==> config.mk <==
export PLATFORM = sky130hd
export DESIGN_NAME = gf_mult_iter
export DESIGN_NICKNAME = d
export VERILOG_FILES = /design/src/rtl/gf_pkg.sv /design/src/rtl/gf_xtime_p.sv /design/src/rtl/gf_mult_iter.sv
export SDC_FILE = /design/constraint.sdc
export NUM_CORES = 1
export LEC_CHECK = 0
export CORE_ASPECT_RATIO = 0.7
export CORE_MARGIN = 4
export CORE_UTILIZATION = 39
export CTS_CLUSTER_DIAMETER = 40
export DETAILED_ROUTE_END_ITERATION = 7
export PLACE_DENSITY = 0.67
export SETUP_SLACK_MARGIN = 0.3
export SLEW_MARGIN = 20
export SYNTH_ARGS = -nofsm -noshare
export SYNTH_HDL_FRONTEND = slang
export SYNTH_SLANG_ARGS = --single-unit
==> constraint.sdc <==
create_clock -name clk_i -period 1.32 [get_ports clk_i]
set_input_delay 0.132 -clock clk_i [delete_from_list [all_inputs] [get_ports clk_i]]
set_output_delay 0.132 -clock clk_i [all_outputs]
set_load 0.01 [all_outputs]
==> src/rtl/gf_pkg.sv <==
// ---------------------------------------------------------------------------
// gf_pkg
// Shared definitions for the iterative GF(2^WIDTH) multiplier:
//   - FSM state encoding used by gf_mult_iter
//   - AES reduction polynomial constant (x^8 term implicit)
//   - legal field width limits and a helper to test them
// No ports (package).
// ---------------------------------------------------------------------------
package gf_pkg;

    typedef enum logic [1:0] {
        ST_IDLE = 2'd0,
        ST_RUN  = 2'd1,
        ST_DONE = 2'd2
    } gf_state_e;

    localparam logic [7:0]  GF_POLY_AES  = 8'h1B;
    localparam int unsigned GF_WIDTH_MIN = 2;
    localparam int unsigned GF_WIDTH_MAX = 16;

    function automatic bit gf_width_ok(input int unsigned w);
        return (w >= GF_WIDTH_MIN) && (w <= GF_WIDTH_MAX);
    endfunction

endpackage

==> src/rtl/gf_xtime_p.sv <==
// ---------------------------------------------------------------------------
// gf_xtime_p
// Purely combinational multiply-by-x in GF(2^WIDTH): shift left one bit and
// fold the dropped x^WIDTH term back in with the reduction polynomial.
// Ports:
//   a_i     [WIDTH-1:0]  field element
//   a_xt_o  [WIDTH-1:0]  a_i * x  mod (x^WIDTH + POLY)
// ---------------------------------------------------------------------------
module gf_xtime_p
    import gf_pkg::*;
#(
    parameter int unsigned      WIDTH = 8,
    parameter logic [WIDTH-1:0] POLY  = WIDTH'(GF_POLY_AES)
) (
    input  logic [WIDTH-1:0] a_i,
    output logic [WIDTH-1:0] a_xt_o
);

    assign a_xt_o = {a_i[WIDTH-2:0], 1'b0} ^ (a_i[WIDTH-1] ? POLY : '0);

endmodule

==> src/rtl/gf_mult_iter.sv <==
// ---------------------------------------------------------------------------
// gf_mult_iter
// Bit-serial GF(2^WIDTH) multiplier. One operand pair is accepted in IDLE,
// the product is built over exactly WIDTH RUN cycles (multiplier consumed
// LSB first, multiplicand repeatedly multiplied by x), then held in DONE
// until the consumer takes it.
//
//   state | meaning
//   ------+---------------------------------------------------------------
//   IDLE  | waiting for operands, in_ready high
//   RUN   | one shift-and-xor step per cycle, WIDTH steps total
//   DONE  | product valid on out_p, waiting for out_ready
//
// Ports:
//   clk_i        clock, rising edge
//   rst_i        synchronous active-high reset
//   in_valid_i   operand pair valid
//   in_ready_o   block can accept operands (IDLE)
//   in_a_i       multiplicand
//   in_b_i       multiplier
//   out_valid_o  out_p_o holds a finished product (DONE)
//   out_ready_i  consumer accepts out_p_o
//   out_p_o      product register, visible in every state
//   busy_o       operation in progress (RUN or DONE)
// ---------------------------------------------------------------------------
module gf_mult_iter
    import gf_pkg::*;
#(
    parameter int unsigned      WIDTH = 8,
    parameter logic [WIDTH-1:0] POLY  = WIDTH'(GF_POLY_AES)
) (
    input  logic             clk_i,
    input  logic             rst_i,
    input  logic             in_valid_i,
    output logic             in_ready_o,
    input  logic [WIDTH-1:0] in_a_i,
    input  logic [WIDTH-1:0] in_b_i,
    output logic             out_valid_o,
    input  logic             out_ready_i,
    output logic [WIDTH-1:0] out_p_o,
    output logic             busy_o
);

    localparam int unsigned      CNT_W     = $clog2(WIDTH) + 1;
    localparam logic [CNT_W-1:0] LAST_STEP = CNT_W'(WIDTH - 1);

    if ((WIDTH < GF_WIDTH_MIN) || (WIDTH > GF_WIDTH_MAX)) begin : g_width_check
        $error("gf_mult_iter: WIDTH %0d outside %0d..%0d", WIDTH, GF_WIDTH_MIN, GF_WIDTH_MAX);
    end

    gf_state_e        state_q, state_d;
    logic [WIDTH-1:0] a_q, a_d;
    logic [WIDTH-1:0] b_q, b_d;
    logic [WIDTH-1:0] p_q, p_d;
    logic [CNT_W-1:0] cnt_q, cnt_d;
    logic             in_ready_q, in_ready_d;
    logic             out_valid_q, out_valid_d;
    logic             busy_q, busy_d;
    logic [WIDTH-1:0] a_xt;

    gf_xtime_p #(
        .WIDTH (WIDTH),
        .POLY  (POLY)
    ) u_xtime (
        .a_i    (a_q),
        .a_xt_o (a_xt)
    );

    always_comb begin
        state_d = state_q;
        a_d     = a_q;
        b_d     = b_q;
        p_d     = p_q;
        cnt_d   = cnt_q;

        unique case (state_q)
            ST_IDLE: begin
                if (in_valid_i) begin
                    a_d     = in_a_i;
                    b_d     = in_b_i;
                    p_d     = '0;
                    cnt_d   = '0;
                    state_d = ST_RUN;
                end
            end
            ST_RUN: begin
                // Carry-less accumulate: add (xor) the current x^i * A term
                // when multiplier bit i is set.
                p_d   = p_q ^ (b_q[0] ? a_q : '0);
                a_d   = a_xt;
                b_d   = b_q >> 1;
                cnt_d = cnt_q + 1'b1;
                // Fixed WIDTH steps regardless of operand values, so the
                // latency never depends on data.
                if (cnt_q == LAST_STEP) begin
                    state_d = ST_DONE;
                end
            end
            ST_DONE: begin
                if (out_ready_i) begin
                    state_d = ST_IDLE;
                end
            end
            default: begin
                state_d = ST_IDLE;
            end
        endcase

        // Flags follow the next state so they are registered alongside it.
        in_ready_d  = (state_d == ST_IDLE);
        out_valid_d = (state_d == ST_DONE);
        busy_d      = (state_d != ST_IDLE);
    end

    always_ff @(posedge clk_i) begin
        if (rst_i) begin
            state_q     <= ST_IDLE;
            a_q         <= '0;
            b_q         <= '0;
            p_q         <= '0;
            cnt_q       <= '0;
            in_ready_q  <= 1'b1;
            out_valid_q <= 1'b0;
            busy_q      <= 1'b0;
        end else begin
            state_q     <= state_d;
            a_q         <= a_d;
            b_q         <= b_d;
            p_q         <= p_d;
            cnt_q       <= cnt_d;
            in_ready_q  <= in_ready_d;
            out_valid_q <= out_valid_d;
            busy_q      <= busy_d;
        end
    end

    assign in_ready_o  = in_ready_q;
    assign out_valid_o = out_valid_q;
    assign busy_o      = busy_q;
    assign out_p_o     = p_q;

endmodule

Word level (Yosys, flattened, before mapping)
Cells that the tools add are included.
{"block": "word_totals", "word_cells": 35, "inputBits": 20, "ff_bits": 33, "out_inout_bits": 11}
{"block": "op_classes", "bitwise_logic": 2, "muxes": 14, "n_addsub": 1, "n_reduce_logical": 5, "eq_ne": 5}
{"operator": "$pmux 8 s2", "n": 3}
{"operator": "$mux 8", "n": 4}
{"operator": "$xor 8x8->8", "n": 2}
{"operator": "$pmux 4 s2", "n": 1}
{"operator": "$mux 2", "n": 3}
{"operator": "$pmux 2 s3", "n": 1}
{"operator": "$mux 5", "n": 1}
{"operator": "$add 4x1->4 const B", "n": 1}
{"operator": "$eq 2x2->1 const B", "n": 2}
{"operator": "$eq 4x3->1 const B", "n": 1}
{"operator": "$logic_not 2->1", "n": 2}
{"operator": "$mux 4", "n": 1}
{"operator": "$reduce_bool 2->1", "n": 2}
{"operator": "$eq 2x1->1 const B", "n": 1}
{"operator": "$ne 2x2->1 const B", "n": 1}
{"operator": "$reduce_and 2->1", "n": 1}

Depth between registers and ports, before layout
{"block": "logic_depth", "word_depth": 4, "mapped_depth": 5, "depth_no_buf": 4}

Hierarchy
From an unflattened synthesis, not the netlist that was laid out.
{"block": "unflattened", "cells_unflattened": 177, "area_unflattened_um2": 1570.3}
{"mod": "gf_mult_iter", "cells_each": 169, "instances": 1, "area_each_um2": 1506.4}
{"mod": "gf_xtime_p", "cells_each": 8, "instances": 1, "area_each_um2": 63.8}

Least setup slack after synthesis
No wires, ideal clock.
{"block": "synth_path", "path_type": "register -> register", "from": "register state_q[0]", "to": "register in_ready_q (netlist: in_ready_o)", "arrival_ns": 1.069, "path_stages_with_launch": 5, "path_buffers": 2, "slack_ns": 0.137, "required_time_ns": 1.206, "cell_sequence": "dfxtp_1 -> buf_6 -> buf_4 -> or3_4 -> a21o_1"}
{"block": "synth_between", "elab_chain_len": 3}
{"element": "from (decl)", "line_no": "gf_mult_iter.sv:51", "source": "gf_state_e state_q, state_d;"}
{"element": "from (signal assigned)", "line_no": "gf_mult_iter.sv:126", "source": "state_q <= state_d;"}
{"element": "$eq 2x2->1, or another cell as far along", "line_no": "gf_mult_iter.sv:76", "source": "unique case (state_q)"}
{"element": "$pmux 2 s3 *", "line_no": "gf_mult_iter.sv:76"}
{"element": "$logic_not 2->1 *", "line_no": "gf_mult_iter.sv:110", "source": "in_ready_d = (state_d == ST_IDLE);"}
{"element": "to (signal assigned)", "line_no": "gf_mult_iter.sv:131", "source": "in_ready_q <= in_ready_d;"}
{"element": "to (decl)", "line_no": "gf_mult_iter.sv:56", "source": "logic in_ready_q, in_ready_d;"}
Every way passes the cells marked *; elsewhere a longest branch is shown, timed or not.
A chain may end at the register's enable or synchronous reset.

Worst setup path after layout
Ends and elaborated chain as after synthesis.

==> reports/metrics.json <==
{
  "placement": {
    "gp_congestion": 0.825,
    "numPortBuffers": 30,
    "dpl_worst_slack_ns": -0.0748,
    "hpwl_um": 2790
  },
  "sta": {
    "worst_pin_slew_ns": 0.314,
    "maxSlewHeadroom": 0.791,
    "setup_viol_count_final": 0,
    "final_max_slew_viol_count": 0,
    "layout_min_cycle_time_ns": 1.27,
    "fin_hold_ws_ns": 0.460,
    "final.period_utilization": 0.961,
    "timing.clock.skew_ns": 0.00654,
    "worst_slack_ns": 0.0520,
    "unrepaired_setup_endpoints_after_global_routing": "true",
    "achievable_clock_frequency_mhz": 789,
    "finalHoldViolCount": 0
  },
  "power_and_ir_drop": {
    "ir_worst_vdd_uv": 690,
    "p_leak_nw": 0.896,
    "power_per_cell_area_nw_per_um2": 1080
  },
  "synth": {
    "postSynthRegisterBits": 33,
    "netlist_instances": 166,
    "syn-num-nets": 187,
    "synth-warning-count": 0,
    "post-synth-top-area-cell": "sky130_fd_sc_hd__dfxtp_1",
    "synth_cell_type_count": 39,
    "post-synth-top-area-fraction": 0.422,
    "sequential_share_of_the_synthesized_area": 0.422,
    "synthesized_area_divided_by_synthesized_cell_count_um2": 9.42,
    "post_synthesis_cell_area_um2": 1560,
    "synth.area.top_cells": "sky130_fd_sc_hd__dfxtp_1 42%, sky130_fd_sc_hd__a211oi_2 8.0%, sky130_fd_sc_hd__nor2_1 7.0%, sky130_fd_sc_hd__o2bb2ai_1 5.0%, sky130_fd_sc_hd__nand2_1 2.9%"
  },
  "clocking": {
    "worstSkewPairLatency_ns": 0.28,
    "clock_buffer_depth": 2,
    "cts_hold_repair.buffers": 0,
    "cts.sinks": 33,
    "cts_root_buffer": "sky130_fd_sc_hd__clkbuf_8",
    "deepest_level_of_the_cts_h_tree": 2,
    "numCtsBuffers": 5,
    "path_clk_slew_ns": 0.07,
    "cts_tree": "yes"
  },
  "detailed_routing": {
    "detail_route.iter0.violations": 50,
    "drt-total-wl_um": 4120,
    "routed_length_per_placed_instance_um": 15.5,
    "post-route-drc-count": 0,
    "dr.pass1.iters": 5,
    "antenna_violating_nets_post_route": 0,
    "route.detailed.vias_per_inst": 5.36,
    "route.vias.total": 1420
  },
  "finish": {
    "area_of_the_multi_input_gates_um2": 982,
    "antenna-diode-count": 0,
    "most_frequent_standard_cell_in_the_layout_excluding_fill_and_tap_cells": "sky130_fd_sc_hd__dfxtp_1",
    "layout.area.seq_um2": 667,
    "fraction_of_final_layout_cells_with_drive_strength_greater_than_1": 0.419,
    "layout.cells.most_common_list": "30 x sky130_fd_sc_hd__dfxtp_1, 21 x sky130_fd_sc_hd__nor2_1, 19 x sky130_fd_sc_hd__clkdlybuf4s50_1",
    "fillerInstances": 317,
    "areaGrowthSynthToFinish_pct": 51.9,
    "fin_util": 0.643,
    "nets": 235
  },
  "global_routing": {
    "met2_usage": 0.282,
    "antenna_found_initial": 0,
    "grt.met3_usage": 0.0407,
    "use_met1": 0.200,
    "grt.busiest_layer": "met2",
    "grt-ovfl-total": 0,
    "grt_pass1_vias": 1352,
    "pin_count_of_the_biggest_net_entering_global_routing": 14,
    "first_pass_grt_wire_length_um": 6470,
    "grt_use_total": 0.162
  },
  "floorplan": {
    "floorplan.die.width_um": 83.7,
    "floorplan.initialDensity": 0.423,
    "die_h_um": 61.0,
    "dieArea_um2": 5100,
    "placement_rows": 18,
    "ioPinCount": 31,
    "coreArea_um2": 3690
  },
  "setup_path": {
    "path_cells": "bufbuf_16, or3_4, a21o_1",
    "timing_worst_setup_path_type": "reg -> reg",
    "start_kind": "register",
    "cp_max_stage_delay_ns": 0.36,
    "worst_ep_arrival_time_ns": 1.45,
    "required_time_at_the_worst_slack_endpoint_ns": 1.50,
    "timing.critical_path.to_type": "register",
    "critical-path-slowest-cell": "sky130_fd_sc_hd__or3_4",
    "path_max_fanout": 13
  },
  "outcome": {
    "status": "completed"
  },
  "flow_run": {
    "max_cap_violations": 0
  },
  "worst_hold_path": {
    "timing.hold.worst.class": "reg -> reg"
  }
}
==> timing repair <==
action	CTS	global route
resized for setup	30	27
endpoints found under the setup margin	44	40
buffers inserted	6	2
gates cloned	2	0
pin swaps	2	6
==> cell usage after synthesis <==
| cell | count |
|---|---|
| sky130_fd_sc_hd__or3_1 | 5 |
| sky130_fd_sc_hd__and4bb_2 | 1 |
| sky130_fd_sc_hd__a211oi_2 | 10 |
| sky130_fd_sc_hd__nand4_1 | 1 |
| sky130_fd_sc_hd__nor3_1 | 1 |
| sky130_fd_sc_hd__o21ba_4 | 1 |
| sky130_fd_sc_hd__clkbuf_1 | 4 |
| sky130_fd_sc_hd__nand2_1 | 12 |
| sky130_fd_sc_hd__o22ai_1 | 6 |
| sky130_fd_sc_hd__nor3b_1 | 1 |
| sky130_fd_sc_hd__and4b_1 | 1 |
| sky130_fd_sc_hd__clkbuf_4 | 1 |
| sky130_fd_sc_hd__buf_6 | 2 |
| sky130_fd_sc_hd__a21o_1 | 1 |
| sky130_fd_sc_hd__o21ai_1 | 5 |
| sky130_fd_sc_hd__nand4b_1 | 5 |
| sky130_fd_sc_hd__nor2_1 | 29 |
| sky130_fd_sc_hd__o2bb2ai_1 | 9 |
| sky130_fd_sc_hd__buf_2 | 4 |
| sky130_fd_sc_hd__o21bai_4 | 1 |
| sky130_fd_sc_hd__xor2_1 | 3 |
| sky130_fd_sc_hd__nor3b_2 | 1 |
| sky130_fd_sc_hd__a22oi_1 | 2 |
| sky130_fd_sc_hd__inv_2 | 1 |
| sky130_fd_sc_hd__nand2b_1 | 2 |
| sky130_fd_sc_hd__or3_4 | 1 |
| sky130_fd_sc_hd__a222oi_1 | 4 |
| sky130_fd_sc_hd__ha_1 | 1 |
| sky130_fd_sc_hd__nor2b_1 | 2 |
| sky130_fd_sc_hd__buf_4 | 3 |
| sky130_fd_sc_hd__nor2b_4 | 1 |
| sky130_fd_sc_hd__or2_2 | 1 |
| sky130_fd_sc_hd__dfxtp_1 | 33 |
| sky130_fd_sc_hd__mux2i_1 | 1 |
| sky130_fd_sc_hd__o21ai_0 | 3 |
| sky130_fd_sc_hd__mux2_2 | 1 |
| sky130_fd_sc_hd__inv_1 | 1 |
| sky130_fd_sc_hd__a211oi_1 | 2 |
| sky130_fd_sc_hd__a21oi_1 | 3 |
==> metal layers <==
metal | part of all wire | up-vias
li1 | - | 702
met1 | 0.46 | 685
met2 | 0.49 | 28
met3 | 0.037 | 5
met4 | 0.011 | 0
met5 | 0 | -
==> logic make-up (layout without fill, tap and decap cells) <==
logic type	count (synthesis)	in the layout	share of synthesized area
simple gates	64	64	0.217
compound gates	47	47	0.262
flops	33	33	0.422
buf+inv	16	65	0.0608
xor+xnor	3	3	0.0168
mux	2	2	0.0136
fa+ha+maj	1	1	0.00800
==> path summary, 6_finish.rpt <==
kind                                start                       to  slack (ns)  cells after the start
setup / recovery    state_q[0]$_SDFF_PP0_    in_ready_o$_SDFF_PP1_        0.05                      3
hold / removal    out_p_o[5]$_SDFFE_PP0P_  out_p_o[5]$_SDFFE_PP0P_        0.46                      2
setup reg to reg    state_q[0]$_SDFF_PP0_    in_ready_o$_SDFF_PP1_        0.05                      3
hold reg to reg   out_p_o[5]$_SDFFE_PP0P_  out_p_o[5]$_SDFFE_PP0P_        0.46                      2
==> through the flow <==
| stage | area, um^2 | std cells | setup TNS [ns] | power, W |
|---|---|---|---|---|
| 6_report | 2380 | 265 | 0 | 0.00257 |
| 5_1_grt | 2380 | 265 | 0 | 0.00267 |
| 4_1_cts | 2280 | 263 | 0 | 0.00255 |
| 3_5_place_dp | 2040 | 247 | -0.957 | 0.00152 |
| 3_3_place_gp | 2040 | 247 | -0.352 | 0.00151 |
| 2_1_floorplan | 1630 | 166 | 0 | 0.00136 |
==> critical path: cells and delay by family, from the launching register on <==
family          cells  cell delay (ns)
buf+inv             1             0.28
simple gates        1             0.36
flops               1             0.34
compound gates      1             0.18
==> where the power goes <==
part / leakage [nW] / switching, W / total, W / internal [W]
Clock: 0.0585 / 0.000358 / 0.000973 / 0.000615
Sequential: 0.272 / 0.0000675 / 0.00112 / 0.00105
Combinational: 0.566 / 0.000210 / 0.000481 / 0.000270
==> final cells by class <==
type                       instances  share of cell area
clock inverter                     1              0.0126
inverter                           2             0.00474
sequential                        33               0.281
timing repair buffer              54               0.223
timing repair inverter             1             0.00316
tap                               50              0.0263
multi-input combinational        117               0.413
clock buffer                       7              0.0363
==> registers in the layout (all words and copies together), names as in the netlist <==
name / cells
a_q: 8
in_ready_o: 1
out_p_o: 8
out_valid_o: 1
cnt_q: 4
b_q: 8
busy_o: 1
state_q: 2
Note: power is estimated with default switching activity, not from simulation.
